File: src/rtl/control_carga_if.sv
// rtl/control_carga_if.sv - operand-loader bus: switch/button inputs, ALU operands and registered results
interface control_carga_if #(
  parameter int b_dat = 8,
  parameter int b_op  = 6
) ();
  logic [b_dat-1:0] entrada;
  logic             boton;
  logic             cancelar;
  logic [b_dat-1:0] rdo_alu;
  logic             carry_alu;
  logic             zero_alu;
  logic [b_dat-1:0] a;
  logic [b_dat-1:0] b;
  logic [b_op-1:0]  op;
  logic [b_dat-1:0] rdo;
  logic             carry;
  logic             zero;
  logic             valido;
  logic [2:0]       estado;

  modport master (
    output entrada, boton, cancelar, rdo_alu, carry_alu, zero_alu,
    input  a, b, op, rdo, carry, zero, valido, estado
  );

  modport slave (
    input  entrada, boton, cancelar, rdo_alu, carry_alu, zero_alu,
    output a, b, op, rdo, carry, zero, valido, estado
  );
endinterface

File: src/rtl/control_carga.sv
// rtl/control_carga.sv - debounced push-button loader sequencing A, B, OP into an ALU and latching its result
module control_carga #(
  parameter int b_dat      = 8,
  parameter int b_op       = 6,
  parameter int DEB_CICLOS = 4
) (
  input logic            clk,
  input logic            rst_n,
  control_carga_if.slave bus
);
  localparam int CW = $clog2(DEB_CICLOS + 1);

  typedef enum logic [2:0] {
    ESP_A   = 3'd0,
    ESP_B   = 3'd1,
    ESP_OP  = 3'd2,
    CALC    = 3'd3,
    MOSTRAR = 3'd4
  } estado_t;

  logic          sync1_q, sync2_q;
  logic [1:0]    fill_q;
  logic          armed_q, armed_d;
  logic [CW-1:0] cnt_q, cnt_d;
  logic          pulso_q, pulso_d;

  estado_t          state_q, state_d;
  logic [b_dat-1:0] a_q, a_d, b_q, b_d, rdo_q, rdo_d;
  logic [b_op-1:0]  op_q, op_d;
  logic             carry_q, carry_d, zero_q, zero_d, valido_q, valido_d;

  // armed only once boton_s is seen low after the synchronizer has filled,
  // so a button held through reset never produces a strobe
  always_comb begin
    cnt_d = '0;
    if (sync2_q)
      cnt_d = (cnt_q == CW'(DEB_CICLOS)) ? cnt_q : cnt_q + CW'(1);
    pulso_d = armed_q && sync2_q && (cnt_q == CW'(DEB_CICLOS - 1));
    armed_d = armed_q | (fill_q[1] & ~sync2_q);
  end

  always_ff @(posedge clk or negedge rst_n) begin
    if (!rst_n) begin
      sync1_q <= 1'b0;
      sync2_q <= 1'b0;
      fill_q  <= 2'b00;
      armed_q <= 1'b0;
      cnt_q   <= '0;
      pulso_q <= 1'b0;
    end else begin
      sync1_q <= bus.boton;
      sync2_q <= sync1_q;
      fill_q  <= {fill_q[0], 1'b1};
      armed_q <= armed_d;
      cnt_q   <= cnt_d;
      pulso_q <= pulso_d;
    end
  end

  always_comb begin
    state_d  = state_q;
    a_d      = a_q;
    b_d      = b_q;
    op_d     = op_q;
    rdo_d    = rdo_q;
    carry_d  = carry_q;
    zero_d   = zero_q;
    valido_d = valido_q;
    if (bus.cancelar) begin
      state_d  = ESP_A;
      a_d      = '0;
      b_d      = '0;
      op_d     = '0;
      rdo_d    = '0;
      carry_d  = 1'b0;
      zero_d   = 1'b0;
      valido_d = 1'b0;
    end else begin
      case (state_q)
        ESP_A: if (pulso_q) begin
          a_d     = bus.entrada;
          state_d = ESP_B;
        end
        ESP_B: if (pulso_q) begin
          b_d     = bus.entrada;
          state_d = ESP_OP;
        end
        ESP_OP: if (pulso_q) begin
          op_d    = b_op'(bus.entrada);
          state_d = CALC;
        end
        CALC: begin
          rdo_d    = bus.rdo_alu;
          carry_d  = bus.carry_alu;
          zero_d   = bus.zero_alu;
          valido_d = 1'b1;
          state_d  = MOSTRAR;
        end
        MOSTRAR: if (pulso_q) begin
          a_d      = bus.entrada;
          valido_d = 1'b0;
          state_d  = ESP_B;
        end
        default: state_d = ESP_A;
      endcase
    end
  end

  always_ff @(posedge clk or negedge rst_n) begin
    if (!rst_n) begin
      state_q  <= ESP_A;
      a_q      <= '0;
      b_q      <= '0;
      op_q     <= '0;
      rdo_q    <= '0;
      carry_q  <= 1'b0;
      zero_q   <= 1'b0;
      valido_q <= 1'b0;
    end else begin
      state_q  <= state_d;
      a_q      <= a_d;
      b_q      <= b_d;
      op_q     <= op_d;
      rdo_q    <= rdo_d;
      carry_q  <= carry_d;
      zero_q   <= zero_d;
      valido_q <= valido_d;
    end
  end

  assign bus.a      = a_q;
  assign bus.b      = b_q;
  assign bus.op     = op_q;
  assign bus.rdo    = rdo_q;
  assign bus.carry  = carry_q;
  assign bus.zero   = zero_q;
  assign bus.valido = valido_q;
  assign bus.estado = state_q;
endmodule

File: src/flat_wrapper.sv
// flat-port wrapper written by rule: the top's interface ports become plain ports
module control_carga_flat 
#(
  parameter int b_dat      = 8,
  parameter int b_op       = 6,
  parameter int DEB_CICLOS = 4
)
  (clk, rst_n, bus_entrada, bus_boton, bus_cancelar, bus_rdo_alu, bus_carry_alu, bus_zero_alu, bus_a, bus_b, bus_op, bus_rdo, bus_carry, bus_zero, bus_valido, bus_estado);
  control_carga_if #(.b_dat(b_dat), .b_op(b_op)) bus_i ();
  input logic clk;
  input logic rst_n;
  input wire logic [$bits(bus_i.entrada)-1:0] bus_entrada;
  input wire logic [$bits(bus_i.boton)-1:0] bus_boton;
  input wire logic [$bits(bus_i.cancelar)-1:0] bus_cancelar;
  input wire logic [$bits(bus_i.rdo_alu)-1:0] bus_rdo_alu;
  input wire logic [$bits(bus_i.carry_alu)-1:0] bus_carry_alu;
  input wire logic [$bits(bus_i.zero_alu)-1:0] bus_zero_alu;
  output wire logic [$bits(bus_i.a)-1:0] bus_a;
  output wire logic [$bits(bus_i.b)-1:0] bus_b;
  output wire logic [$bits(bus_i.op)-1:0] bus_op;
  output wire logic [$bits(bus_i.rdo)-1:0] bus_rdo;
  output wire logic [$bits(bus_i.carry)-1:0] bus_carry;
  output wire logic [$bits(bus_i.zero)-1:0] bus_zero;
  output wire logic [$bits(bus_i.valido)-1:0] bus_valido;
  output wire logic [$bits(bus_i.estado)-1:0] bus_estado;
  assign bus_i.entrada = bus_entrada;
  assign bus_i.boton = bus_boton;
  assign bus_i.cancelar = bus_cancelar;
  assign bus_i.rdo_alu = bus_rdo_alu;
  assign bus_i.carry_alu = bus_carry_alu;
  assign bus_i.zero_alu = bus_zero_alu;
  assign bus_a = bus_i.a;
  assign bus_b = bus_i.b;
  assign bus_op = bus_i.op;
  assign bus_rdo = bus_i.rdo;
  assign bus_carry = bus_i.carry;
  assign bus_zero = bus_i.zero;
  assign bus_valido = bus_i.valido;
  assign bus_estado = bus_i.estado;
  control_carga #(.b_dat(b_dat), .b_op(b_op), .DEB_CICLOS(DEB_CICLOS)) u_core (.clk(clk), .rst_n(rst_n), .bus(bus_i));
endmodule
File: config.mk
export PLATFORM = sky130hd
export DESIGN_NAME = control_carga_flat
export DESIGN_NICKNAME = d
export VERILOG_FILES = /design/src/rtl/control_carga_if.sv /design/src/rtl/control_carga.sv /design/src/flat_wrapper.sv
export SDC_FILE = /design/constraint.sdc
export NUM_CORES = 1
export LEC_CHECK = 0
export BUFFER_PORTS_ARGS = -buffer_cell sky130_fd_sc_hd__buf_4
export CORE_MARGIN = 2
export CORE_UTILIZATION = 50
export CTS_CLUSTER_DIAMETER = 50
export DETAILED_ROUTE_END_ITERATION = 10
export MAX_ROUTING_LAYER = met4
export PLACE_DENSITY_LB_ADDON = 0.3
export REMOVE_ABC_BUFFERS = 1
export SYNTH_ARGS = -nofsm -noshare
export SYNTH_HDL_FRONTEND = slang
export SYNTH_SLANG_ARGS = --single-unit
export TNS_END_PERCENT = 20
File: constraint.sdc
create_clock -name clk -period 1.6 [get_ports clk]
set_clock_uncertainty 0.15 [all_clocks]
set_input_delay 0.16 -clock clk [delete_from_list [all_inputs] [get_ports clk]]
set_output_delay 0.16 -clock clk [all_outputs]
set_load 0.05 [all_outputs]
# ---- After elaboration in Yosys (flattened, before gate mapping)
# Index checks and enable logic that the tools add are counted.
dict set report word_totals {
  wordCells 68
  reg_bits 45
}
dict set report classes {
  n_addsub 1
  mux 24
  n_bitwise 3
  eq_ne 11
  reduce_logical 15
}
# cell n
set ops {}
lappend ops {{2-to-1 mux 8 bit} 7}
lappend ops {{2-to-1 mux 3 bit} 6}
lappend ops {{2-to-1 mux 6 bit} 3}
lappend ops {{one-hot mux 3 bit (4 select lines)} 1}
lappend ops {{nonzero test 2 bit} 5}
lappend ops {{== test 3 x 2 -> 1 bit, second input constant} 3}
lappend ops {{inequality test 3 x 2 -> 1 bit, second input constant} 3}
lappend ops {{AND reduction 2 bit} 4}
lappend ops {{== test 3 bit, second input constant} 2}
lappend ops {{2-to-1 mux 1 bit} 6}
lappend ops {{adder 3 x 1 -> 3 bit, second input constant} 1}
lappend ops {{== test 3 x 1 -> 1 bit, second input constant} 1}
lappend ops {{logical NOT 3 bit} 1}
lappend ops {{inequality test 3 x 1 -> 1 bit, second input constant} 1}
lappend ops {{AND reduction 3 bit} 1}
lappend ops {{nonzero test 3 bit} 1}
lappend ops {{logical AND 1 bit} 2}
lappend ops {{inequality test 2 bit, second input constant} 1}
lappend ops {{one-hot mux 1 bit (2 select lines)} 1}
lappend ops {{OR reduction 2 bit} 1}
lappend ops {{bitwise AND 1 bit} 1}
lappend ops {{NOT 1 bit} 1}
lappend ops {{bitwise OR 1 bit} 1}

# ---- Longest topological paths before layout
# Gate-level depths: netlist of run 1.
dict set report depth {
  ltp_word 4
  ltp_mapped 5
}

# ---- Worst setup path before layout of run 1
# No wires, ideal clock.
dict set report synth_timing {
  kind {reg2reg}
  from {reg u_core.state_q[1] (netlist: u_core.bus.estado[1])}
  to {reg u_core.b_q[0] (netlist: u_core.bus.b[0])}
  stages_incl_launch_ff 6
  path_slack_ps -129
  required_time_ps 1318
  setup_ps 132
  synth_period_minus_slack_ps 1729
  t_arrival_ps 1447
  n_path_buf 2
  cell_sequence {dfrtp_1 > buf_4 > and4bb_2 > buf_6 > mux2i_1 > nor2_1}
}
dict set report synth_between {
  elab_chain_cells 3
}
# element line_no
set synth_rtl {}
lappend synth_rtl {{start, declared} control_carga.sv:27} ;# estado_t state_q, state_d;
lappend synth_rtl {{start signal, assigned} control_carga.sv:120} ;# state_q <= state_d;
lappend synth_rtl {{== test 3 x 1 -> 1 bit} control_carga.sv:79} ;# case (state_q)
lappend synth_rtl {{nonzero test 2 bit (no line)} n/a}
lappend synth_rtl {{AND reduction 2 bit (no line)} n/a}
lappend synth_rtl {{end signal, assigned} control_carga.sv:113} ;# b_q <= '0;
lappend synth_rtl {{end signal, assigned} control_carga.sv:122} ;# b_q <= b_d;
lappend synth_rtl {{end, declared} control_carga.sv:28} ;# logic [b_dat-1:0] a_q, a_d, b_q, b_d, rdo_q, rdo_d;
# Every way passes these cells.
# A chain may end at the register's enable or synchronous reset.

# ---- Worst setup path in the final report of run 1
dict set report layout_timing {
  from {reg u_core.state_q[2] (netlist: u_core.bus.estado[2])}
  to {reg u_core.rdo_q[2] (netlist: u_core.bus.rdo[2])}
}
dict set report layout_between {
  elab_chain_cells 2
}
# element line_no
set layout_rtl {}
lappend layout_rtl {{== test 3 x 2 -> 1 bit} control_carga.sv:79}
lappend layout_rtl {{nonzero test 2 bit (no line)} n/a}
lappend layout_rtl {{end signal, assigned} control_carga.sv:124} ;# rdo_q <= rdo_d;
lappend layout_rtl {{end, declared} control_carga.sv:28}
# Every way passes these cells.

==> flow_metrics.py, run 1 <==
metrics = {
    "run_status": {
        "outcome": "complete, no violations",
    },
    "sta": {
        "min_period_ns": 1.50,
        "slew_viol_final": 0,
        "maxSlewHeadroom_pct": 64.4,
        "rsz0062_at_grt": "no",
        "hold_viol": 0,
        "fin_crit_sh_pct": 93.5,
        "max_freq_mhz": 669,
        "holdWs_ns": 0.179,
        "tightest_slew_ns": 0.533,
        "setup_violations": 0,
    },
    "synth": {
        "synth-async-reset-ratio_pct": 100,
        "synth.distinct_cells": 28,
        "synthTopCellsByArea": "dfrtp_1 62%, mux2i_1 7.7%, a22o_1 4.8%",
        "synth_cells": 154,
        "synth_edf_count": 0,
        "yosysTopAreaCell": "dfrtp_1",
        "ys_seq_area_share_pct": 62.0,
        "synth_area_um2": 1820,
        "yosys.area_share.xor_xnor_pct": 0.482,
        "synth_most_common_cell": "dfrtp_1",
        "synth-simple-area-share_pct": 13.7,
        "synth_top_family_by_area": "simple AND/OR/NAND/NOR gates",
        "synthMuxAreaShare_pct": 7.71,
        "yosysWarnings": 0,
        "netlist.area_leader.share_pct": 62.0,
        "synth_compound_area_share_pct": 10.2,
        "ys_seq_elements": 45,
        "synth_common_cells": "45 x dfrtp_1, 19 x nand2_1, 18 x nor2_1",
        "synthAdderAreaFrac_pct": 2.07,
        "synth_top_flop_cell": "dfrtp_1",
        "avgSynthCellArea_um2": 11.8,
    },
    "finish": {
        "layout.nets": 260,
        "drive_above_1_share_pct": 29.7,
        "area_growth_pct": 40.9,
        "instances_no_fill": 282,
        "fillers": 242,
        "antenna_cells": 0,
        "final_core_util_pct": 74.9,
    },
    "clocking": {
        "h-tree-depth": 2,
        "clock-sinks": 45,
        "cts_root_buf": "clkbuf_4",
        "clkLatencyLatePin_ns": 0.34,
        "cts_buffers": 5,
        "cts_tree": "done",
        "clk_pin_slew_ns": 0.12,
        "cts_buffer_depth": 2,
        "postCtsSetupRepairBufs": 0,
    },
    "route": {
        "route.antenna.remaining_nets": 0,
        "vias": 1427,
        "drtIter0Drc": 56,
        "first_pass_iters": 4,
        "vias_per_cell": 5.06,
        "wl_per_cell_um": 14.4,
        "drcViolationCount": 0,
        "routed_wl_mm": 4.06,
    },
    "power_and_ir_drop": {
        "peakVddDrop_uv": 703,
        "p_leak_nw": 1.24,
        "p_per_area_nw_per_um2": 833,
    },
    "place": {
        "dp_hpwl_mm": 2.74,
        "gp_congestion": 0.779,
        "port_buffers": 57,
        "place_inst": 253,
    },
    "floorplanning": {
        "start_util_pct": 53.2,
        "core-area_um2": 3420,
        "die-area_um2": 4130,
        "dieHeight_um": 64.3,
        "fp.dieW_um": 64.3,
        "ios": 58,
        "std_cell_rows": 21,
    },
    "critical_path": {
        "startpoint_type": "register",
        "r2r_start": "u_core.bus.estado[2]",
        "critPathKind": "reg2reg",
        "critical_path_arrival_ns": 1.63,
        "worstReg2RegEnd": "u_core.bus.rdo[2]",
        "worstSetupEndpointType": "register",
        "ff2ff_setup_slack_ns": 0.10,
        "crit_required_ns": 1.74,
        "reg2regPathDepth": 3,
        "cp_max_fo": 10,
    },
    "flow_run": {
        "max-cap-violations": 0,
    },
    "grt": {
        "grt_pass1_vias": 1471,
        "antenna_found_initial": 0,
        "gr-usage-all-layers_pct": 23.1,
        "grt_pass1_wl_mm": 6.98,
        "grt_max_degree": 46,
        "overflow": 0,
    },
    "min_path": {
        "hold_class": "in2async",
    },
}
[flip-flops by register name (all words and copies together), names as in the netlist]
name / cells
u_core.armed_q: 1
u_core.bus.a: 8
u_core.bus.b: 8
u_core.bus.carry: 1
u_core.bus.estado: 3
u_core.bus.op: 6
u_core.bus.rdo: 8
u_core.bus.valido: 1
u_core.bus.zero: 1
u_core.cnt_q: 3
u_core.fill_q: 2
u_core.pulso_q: 1
u_core.sync1_q: 1
u_core.sync2_q: 1
[how the worst max path moves through the flow]
stage / depth (start not counted) / endpoint / slack [ns] / start
after floorplan: 3 / u_core.bus.op[0] / -0.18 / u_core.bus.estado[1]
after global placement: 3 / u_core.bus.b[1] / 0.11 / u_core.bus.estado[2]
after detailed placement: 3 / u_core.bus.b[3] / 0.09 / u_core.bus.estado[2]
after CTS: 3 / u_core.bus.b[3] / 0.05 / u_core.bus.estado[2]
after global routing: 3 / u_core.bus.carry / 0.02 / u_core.bus.estado[2]
final: 3 / u_core.bus.rdo[2] / 0.10 / u_core.bus.estado[2]
[metrics by stage]
stage / power (mW) / TNS (ns) / area (um^2) / setup slack (ns)
after detailed placement: 1.62 / 0 / 2300 / 0.0859
after CTS: 2.16 / 0 / 2560 / 0.0525
after floorplan: 1.46 / -2.70 / 1770 / -0.177
after global routing: 2.28 / 0 / 2560 / 0.0230
after global placement: 1.59 / 0 / 2300 / 0.115
final: 2.13 / 0 / 2560 / 0.105
[repair_timing]
item,in CTS,in global routing
endpoints found under the hold margin,78,0
gates resized for setup,0,1
setup endpoints to repair,0,3
hold buffers,21,0
[kinds of logic after synthesis]
family,count (synthesis)
other,1
XOR/XNOR,1
AND/OR/NAND/NOR,51
multiplexers,14
flip-flops,45
adder cells (fa/ha/maj),3
buffers and inverters,13
AO/OA/AOI/OAI,26
[layout make-up]
type | instances | area [um^2] | share of cell area [%]
clock buffers | 8 | 48.8 | 1.91
inverters | 5 | 18.8 | 0.733
multi-input cells | 96 | 628 | 24.5
flip-flops and latches | 45 | 1130 | 44.0
well taps | 46 | 57.6 | 2.25
repair buffers | 82 | 681 | 26.6
[worst max-delay path, cell delays in order (launching register included)]
cell      delay (ns)
dfrtp_1         0.47
nand3b_1        0.23
nor2_2          0.36
a22o_1          0.23
[per-layer routing]
metal / vias up / share of wire, % / global-route usage (%)
li1: 681 / - / -
met4: 0 / 2.2 / 8.78
met3: 9 / 5.3 / 5.99
met1: 685 / 41 / 26.2
met2: 52 / 52 / 39.3
met5: - / 0 / -
[power by group]
group	switching, mW	leakage, nW	internal (mW)
Clock	0.324	0.0265	0.176
Combinational	0.218	0.604	0.171
Sequential	0.0515	0.611	1.19
[placed cells by master, fill, tap and decap left out]
cell | Yosys | layout
buf_12 | 0 | 1
a21o_1 | 1 | 1
xnor2_1 | 1 | 1
mux2i_1 | 14 | 14
conb_1 | 1 | 1
inv_1 | 5 | 5
and4bb_4 | 0 | 1
nor3_1 | 2 | 2
dlygate4sd3_1 | 0 | 21
clkbuf_4 | 0 | 5
clkbuf_1 | 3 | 3
nor3b_2 | 1 | 1
nand2_1 | 19 | 19
a32oi_1 | 1 | 1
ha_1 | 3 | 3
dfrtp_1 | 45 | 45
nor2_2 | 1 | 1
nand3_1 | 2 | 2
and3b_1 | 1 | 1
nor2_1 | 18 | 18
a21oi_4 | 1 | 1
buf_4 | 2 | 60
and2b_1 | 1 | 1
and3_1 | 1 | 1
a22o_1 | 10 | 10
nand3b_1 | 2 | 2
a21oi_1 | 13 | 13
or3b_1 | 1 | 1
and4bb_1 | 1 | 1
Power figures use the tool's default switching activity.
==> run 2, diff against run 1 <==
Settings changed: ABC_AREA from default to 1.
==> run 2 against run 1 <==
  * Sequential share of layout area shrank 0.88 points
  * Clock power grew 36%
  * Final cell count grew 21%
  * First-iteration DRC count grew 100%
  * Global-route usage shrank 0.19 points
  * Sequential cell count is the same
  * Critical endpoint is now u_core.bus.rdo[6]
==> flow_metrics.py, run 2 <==
metrics = {
    "critical_path": {
        "cp_max_fo": 10,
        "critical_path_arrival_ns": 1.51,
        "startpoint_type": "register",
        "worstSetupEndpointType": "register",
        "cp_slowest_cell": "dfrtp_1",
        "max_stage_delay_ns": 0.49,
        "crit_required_ns": 1.69,
        "critPathKind": "reg2reg",
        "path_cells": "nand2_2 > nor2_4 > nor2_2 > nand2_1 > nand2_1",
        "cp_top_family": "simple AND/OR/NAND/NOR gates",
        "crit_path_frequent_cell": "nand2_1",
        "critPathBufInv": 0,
    },
    "sta": {
        "hold_viol": 0,
        "min_period_ns": 1.42,
        "slew_viol_final": 0,
        "maxSlewHeadroom_pct": 62.7,
        "fin_crit_sh_pct": 88.6,
        "max_freq_mhz": 705,
        "tightest_slew_ns": 0.559,
        "setup_violations": 0,
        "rsz0062_at_grt": "no",
        "timing.final.ws_setup_ns": 0.182,
        "holdWs_ns": 0.0427,
    },
    "clocking": {
        "cts_root_buf": "clkbuf_8",
        "clk_pin_slew_ns": 0.08,
        "cts_buffer_depth": 2,
        "cts_buffers": 5,
        "postCtsSetupRepairBufs": 0,
        "cts_resized": 0,
        "h-tree-depth": 2,
        "clock-sinks": 45,
        "clkLatencyLatePin_ns": 0.29,
        "cts_tree": "done",
    },
    "power_and_ir_drop": {
        "p_leak_nw": 1.49,
        "power_mw": 2.70,
        "p_per_area_nw_per_um2": 1030,
        "peakVddDrop_uv": 647,
    },
    "place": {
        "dp_slack_ns": 0.204,
        "gp_congestion": 0.785,
        "place_area_um2": 2410,
        "port_buffers": 57,
        "dp_hpwl_mm": 3.02,
    },
    "floorplanning": {
        "std_cell_rows": 22,
        "fp.dieW_um": 66.3,
        "die-area_um2": 4390,
        "dieHeight_um": 66.3,
        "core-area_um2": 3690,
        "ios": 58,
        "start_util_pct": 52.5,
    },
    "route": {
        "drcViolationCount": 0,
        "vias_per_cell": 4.93,
        "first_pass_iters": 4,
        "drtIter0Drc": 114,
        "route.antenna.remaining_nets": 0,
        "vias": 1677,
        "routed_wl_mm": 4.41,
        "wl_per_cell_um": 13.0,
    },
    "synth": {
        "synth.distinct_cells": 21,
        "synth_cells": 217,
        "avgSynthCellArea_um2": 8.93,
        "synthTopCellsByArea": "dfrtp_1 58%, nand2_1 15%, nand3_1 8.8%",
        "synth_area_um2": 1940,
        "synth_most_common_cell": "nand2_1",
        "synth-async-reset-ratio_pct": 100,
        "yosysTopAreaCell": "dfrtp_1",
        "ys_seq_area_share_pct": 58.1,
        "synth_edf_count": 0,
        "yosysWarnings": 0,
        "synth_common_cells": "79 x nand2_1, 45 x dfrtp_1, 34 x nand3_1",
        "netlist.area_leader.share_pct": 58.1,
        "synth_top_flop_cell": "dfrtp_1",
        "ys_seq_elements": 45,
    },
    "grt": {
        "gr-usage-all-layers_pct": 22.9,
        "grt_pass1_wl_mm": 7.39,
        "antenna_found_initial": 0,
        "grt_pass1_vias": 1659,
        "overflow": 0,
        "grt_max_degree": 46,
    },
    "finish": {
        "layout_commonest_cell": "nand2_1",
        "final_area_um2": 2610,
        "antenna_cells": 0,
        "final_core_util_pct": 70.8,
        "area_growth_pct": 34.8,
        "layout_common_cells": "79 x nand2_1, 60 x buf_4, 45 x dfrtp_1, 34 x nand3_1, 18 x inv_1",
        "fillers": 297,
        "drive_above_1_share_pct": 26.4,
        "layout.nets": 316,
    },
    "flow_run": {
        "max-cap-violations": 0,
    },
    "run_status": {
        "outcome": "complete, no violations",
    },
    "min_path": {
        "hold_class": "in2reg",
    },
}
## run 2: cells by family (layout without fill, tap and decap cells)
logic type,count (synthesis),in the layout,share of synthesized area (%)
adders and majority gates,3,3,1.94
and+or+nand+nor,135,135,31.6
buffers and inverters,26,101,6.26
AOI/OAI and AO/OA,7,7,1.94
DFF,45,45,58.1
other,1,1,0.193
## run 2: worst paths after layout
kind                                      start                 to  slack (ns)  depth (start not counted)
setup reg to reg           u_core.bus.estado[1]  u_core.bus.rdo[6]        0.18                          5
hold reg to reg                  u_core.sync1_q     u_core.sync2_q        0.21                          0
min in group asynchronous                 rst_n    u_core.cnt_q[1]        0.24                          2
setup / recovery           u_core.bus.estado[1]  u_core.bus.rdo[6]        0.18                          5
hold / removal                   bus_entrada[6]    u_core.bus.b[6]        0.04                          5
max in group asynchronous                 rst_n    u_core.bus.a[2]        0.67                          2
## run 2: where the power goes
group | internal, mW | switching (mW) | total, mW
registers | 1.23 | 0.0894 | 1.32
logic | 0.228 | 0.477 | 0.704
clock network | 0.301 | 0.378 | 0.679
total | 1.76 | 0.944 | 2.70
## run 2: timing repair
| action | in CTS | in global routing |
|---|---|---|
| hold buffers | 12 | 0 |
| hold endpoints to repair | 56 | 0 |
| endpoints found under the setup margin | 0 | 0 |
## run 2: area by class of cell
type	count	area, um^2	share of cell area [%]
sequential	45	1130	43.1
multi-input combinational	146	691	26.4
timing repair buffer	72	571	21.8
inverter	21	78.8	3.02
clock buffer	5	68.8	2.63
tap	48	60.1	2.30
clock inverter	3	17.5	0.670
## run 2: worst min-delay path: cells and delay by family
kind	cells	cell delay (ns)
and+or+nand+nor	3	0.14
buffers and inverters	2	0.15
## run 2: per-layer routing
layer,routed length (um),vias up,GRT usage (%)
met2,2060,61,35.9
met4,97,0,9.18
met5,0,-,-
met1,1930,778,28.9
li1,-,831,-
met3,329,7,5.28
## run 2: stage by stage
step / TNS, ns / instances
2_1_floorplan: -0.287 / 212
3_3_place_gp: 0 / 320
3_5_place_dp: 0 / 320
4_1_cts: 0 / 340
5_1_grt: 0 / 340
6_report: 0 / 340
==> run 3, diff against run 2 <==
Settings changed: BUFFER_PORTS_ARGS -buffer_cell sky130_fd_sc_hd__buf_4 to -buffer_cell sky130_fd_sc_hd__buf_2.
==> run 3 against run 2 <==
  * Design area fell by 4.4%
  * Critical path depth is 4 lower
  * Combinational power is 6.2% lower
  * Hold slack worse by 0.015 ns
  * Maximum frequency shrank 1.1%
  * Global-route usage shrank 0.91 points
  * Sequential power is essentially flat
  * Critical path type is now reg2out
  * Critical endpoint is now bus_estado[1]
  * Highest routed layer unchanged
==> flow_metrics.py, run 3 (synthesis gave the netlist of run 2 again) <==
metrics = {
    "finish": {
        "drive_above_1_share_pct": 26.3,
        "layout.nets": 318,
        "fillers": 314,
        "multiInputGateArea_um2": 691,
        "final_core_util_pct": 67.7,
        "instances_no_fill": 341,
        "layout_common_cells": "79 x nand2_1, 57 x buf_2, 45 x dfrtp_1, 34 x nand3_1, 18 x inv_1",
        "area_growth_pct": 28.9,
        "seq_area_um2": 1130,
        "antenna_cells": 0,
        "final_area_um2": 2500,
        "layout_commonest_cell": "nand2_1",
    },
    "power_and_ir_drop": {
        "seqPwrFrac_pct": 49.5,
        "p_sw_uw": 900,
        "p_per_area_nw_per_um2": 1060,
        "combinationalPowerShare_pct": 24.9,
        "p_leak_nw": 1.49,
        "netSwitchingFraction_pct": 33.9,
        "power_mw": 2.65,
        "peakVddDrop_uv": 475,
        "p_int_mw": 1.75,
        "p_clk_share_pct": 25.7,
    },
    "place": {
        "dp_slack_ns": 0.206,
        "place_inst": 322,
        "port_buffers": 57,
        "place_area_um2": 2290,
        "dp_hpwl_mm": 3.00,
        "gp_congestion": 0.785,
    },
    "critical_path": {
        "cp_top_family": "flip-flops",
        "max_stage_delay_ns": 0.51,
        "ff2ff_setup_slack_ns": 0.18,
        "critPathBufInv": 1,
        "worstSetupEndpointType": "output port",
        "critical_path_arrival_ns": 1.12,
        "startpoint_type": "register",
        "critPathKind": "reg2out",
        "cp_slowest_cell": "dfrtp_1",
        "crit_required_ns": 1.29,
        "cp_max_fo": 7,
        "path_cells": "buf_2",
    },
    "floorplanning": {
        "std_cell_rows": 22,
        "dieHeight_um": 66.3,
        "ios": 58,
        "die-area_um2": 4390,
        "start_util_pct": 52.5,
        "fp.dieW_um": 66.3,
        "core-area_um2": 3690,
    },
    "clocking": {
        "postCtsSetupRepairBufs": 0,
        "clk_pin_slew_ns": 0.08,
        "clock-sinks": 45,
        "cts_buffer_depth": 2,
        "cts_root_buf": "clkbuf_8",
        "cts_tree": "done",
        "h-tree-depth": 2,
        "cts_buffers": 5,
        "clkLatencyLatePin_ns": 0.29,
    },
    "sta": {
        "holdWs_ns": 0.0273,
        "timing.final.ws_setup_ns": 0.167,
        "fin_crit_sh_pct": 89.6,
        "rsz0062_at_grt": "no",
        "slew_viol_final": 0,
        "max_freq_mhz": 698,
        "hold_viol": 0,
        "min_period_ns": 1.43,
        "fin_setup_tns_ns": 0,
        "setup_violations": 0,
    },
    "route": {
        "first_pass_iters": 4,
        "routed_wl_mm": 4.24,
        "drcViolationCount": 0,
        "wl_per_cell_um": 12.4,
        "met2WireLength_mm": 1.94,
        "vias": 1633,
        "drtIter0Drc": 55,
        "vias_per_cell": 4.79,
        "wl_met3_um": 213,
        "route.antenna.remaining_nets": 0,
        "top_layer_used": "met4",
        "wl_met1_mm": 2.00,
    },
    "flow_run": {
        "max-cap-violations": 0,
    },
    "grt": {
        "grt_pass1_wl_mm": 7.07,
        "grt_pass1_vias": 1572,
        "overflow": 0,
        "antenna_found_initial": 0,
        "grt_max_degree": 29,
        "gr-usage-all-layers_pct": 22.0,
    },
    "run_status": {
        "outcome": "complete, no violations",
    },
    "min_path": {
        "hold_class": "in2reg",
    },
}
run 3: cell types whose count changed in the layout (fill, tap and decap cells not counted), sizes merged:
| cell | delta |
|---|---|
| buf | +2 |
| clkinvlp | -1 |
| clkbuf | +2 |
| clkinv | -2 |
run 3: timing repair:
action | 4_1_cts | 5_1_grt
resized for setup | 0 | 0
hold buffers | 12 | 0
hold endpoints to repair | 54 | 0
run 3: final timing paths:
| path | cells past startpoint | startpoint | endpoint |
|---|---|---|---|
| max | 1 | u_core.bus.estado[1] | bus_estado[1] |
| min | 5 | bus_entrada[7] | u_core.bus.b[7] |
| max reg2reg | 5 | u_core.bus.estado[0] | u_core.bus.rdo[6] |
| min reg2reg | 0 | u_core.fill_q[0] | u_core.fill_q[1] |
| max in group asynchronous | 3 | rst_n | u_core.bus.op[1] |
| min in group asynchronous | 2 | rst_n | u_core.bus.carry |
run 3: per-layer routing:
metal	up-vias	GRT usage (%)
li1	833	-
met1	742	27.4
met2	51	35.6
met3	7	3.92
met4	0	8.93
met5	-	-
run 3: layout make-up:
type | count | area share (%)
Timing Repair Buffer | 74 | 18.2
Multi-Input combinational cell | 146 | 27.7
Inverter | 21 | 3.16
Tap cell | 48 | 2.40
Clock buffer | 7 | 3.46
Sequential cell | 45 | 45.1
run 3: power by group through the flow:
stage	sequential [mW]	clock, mW	combinational, mW
final	1.31	0.681	0.660
after global routing	1.33	0.759	0.719
after CTS	1.31	0.706	0.665
after detailed placement	1.34	0	0.639
after global placement	1.33	0	0.634
after floorplan	1.54	0	0.227
run 3: tightest hold or removal path, delay by kind of cell:
kind,cells,cell delay [ns]
buffers and inverters,2,0.13
AND/OR/NAND/NOR,3,0.13
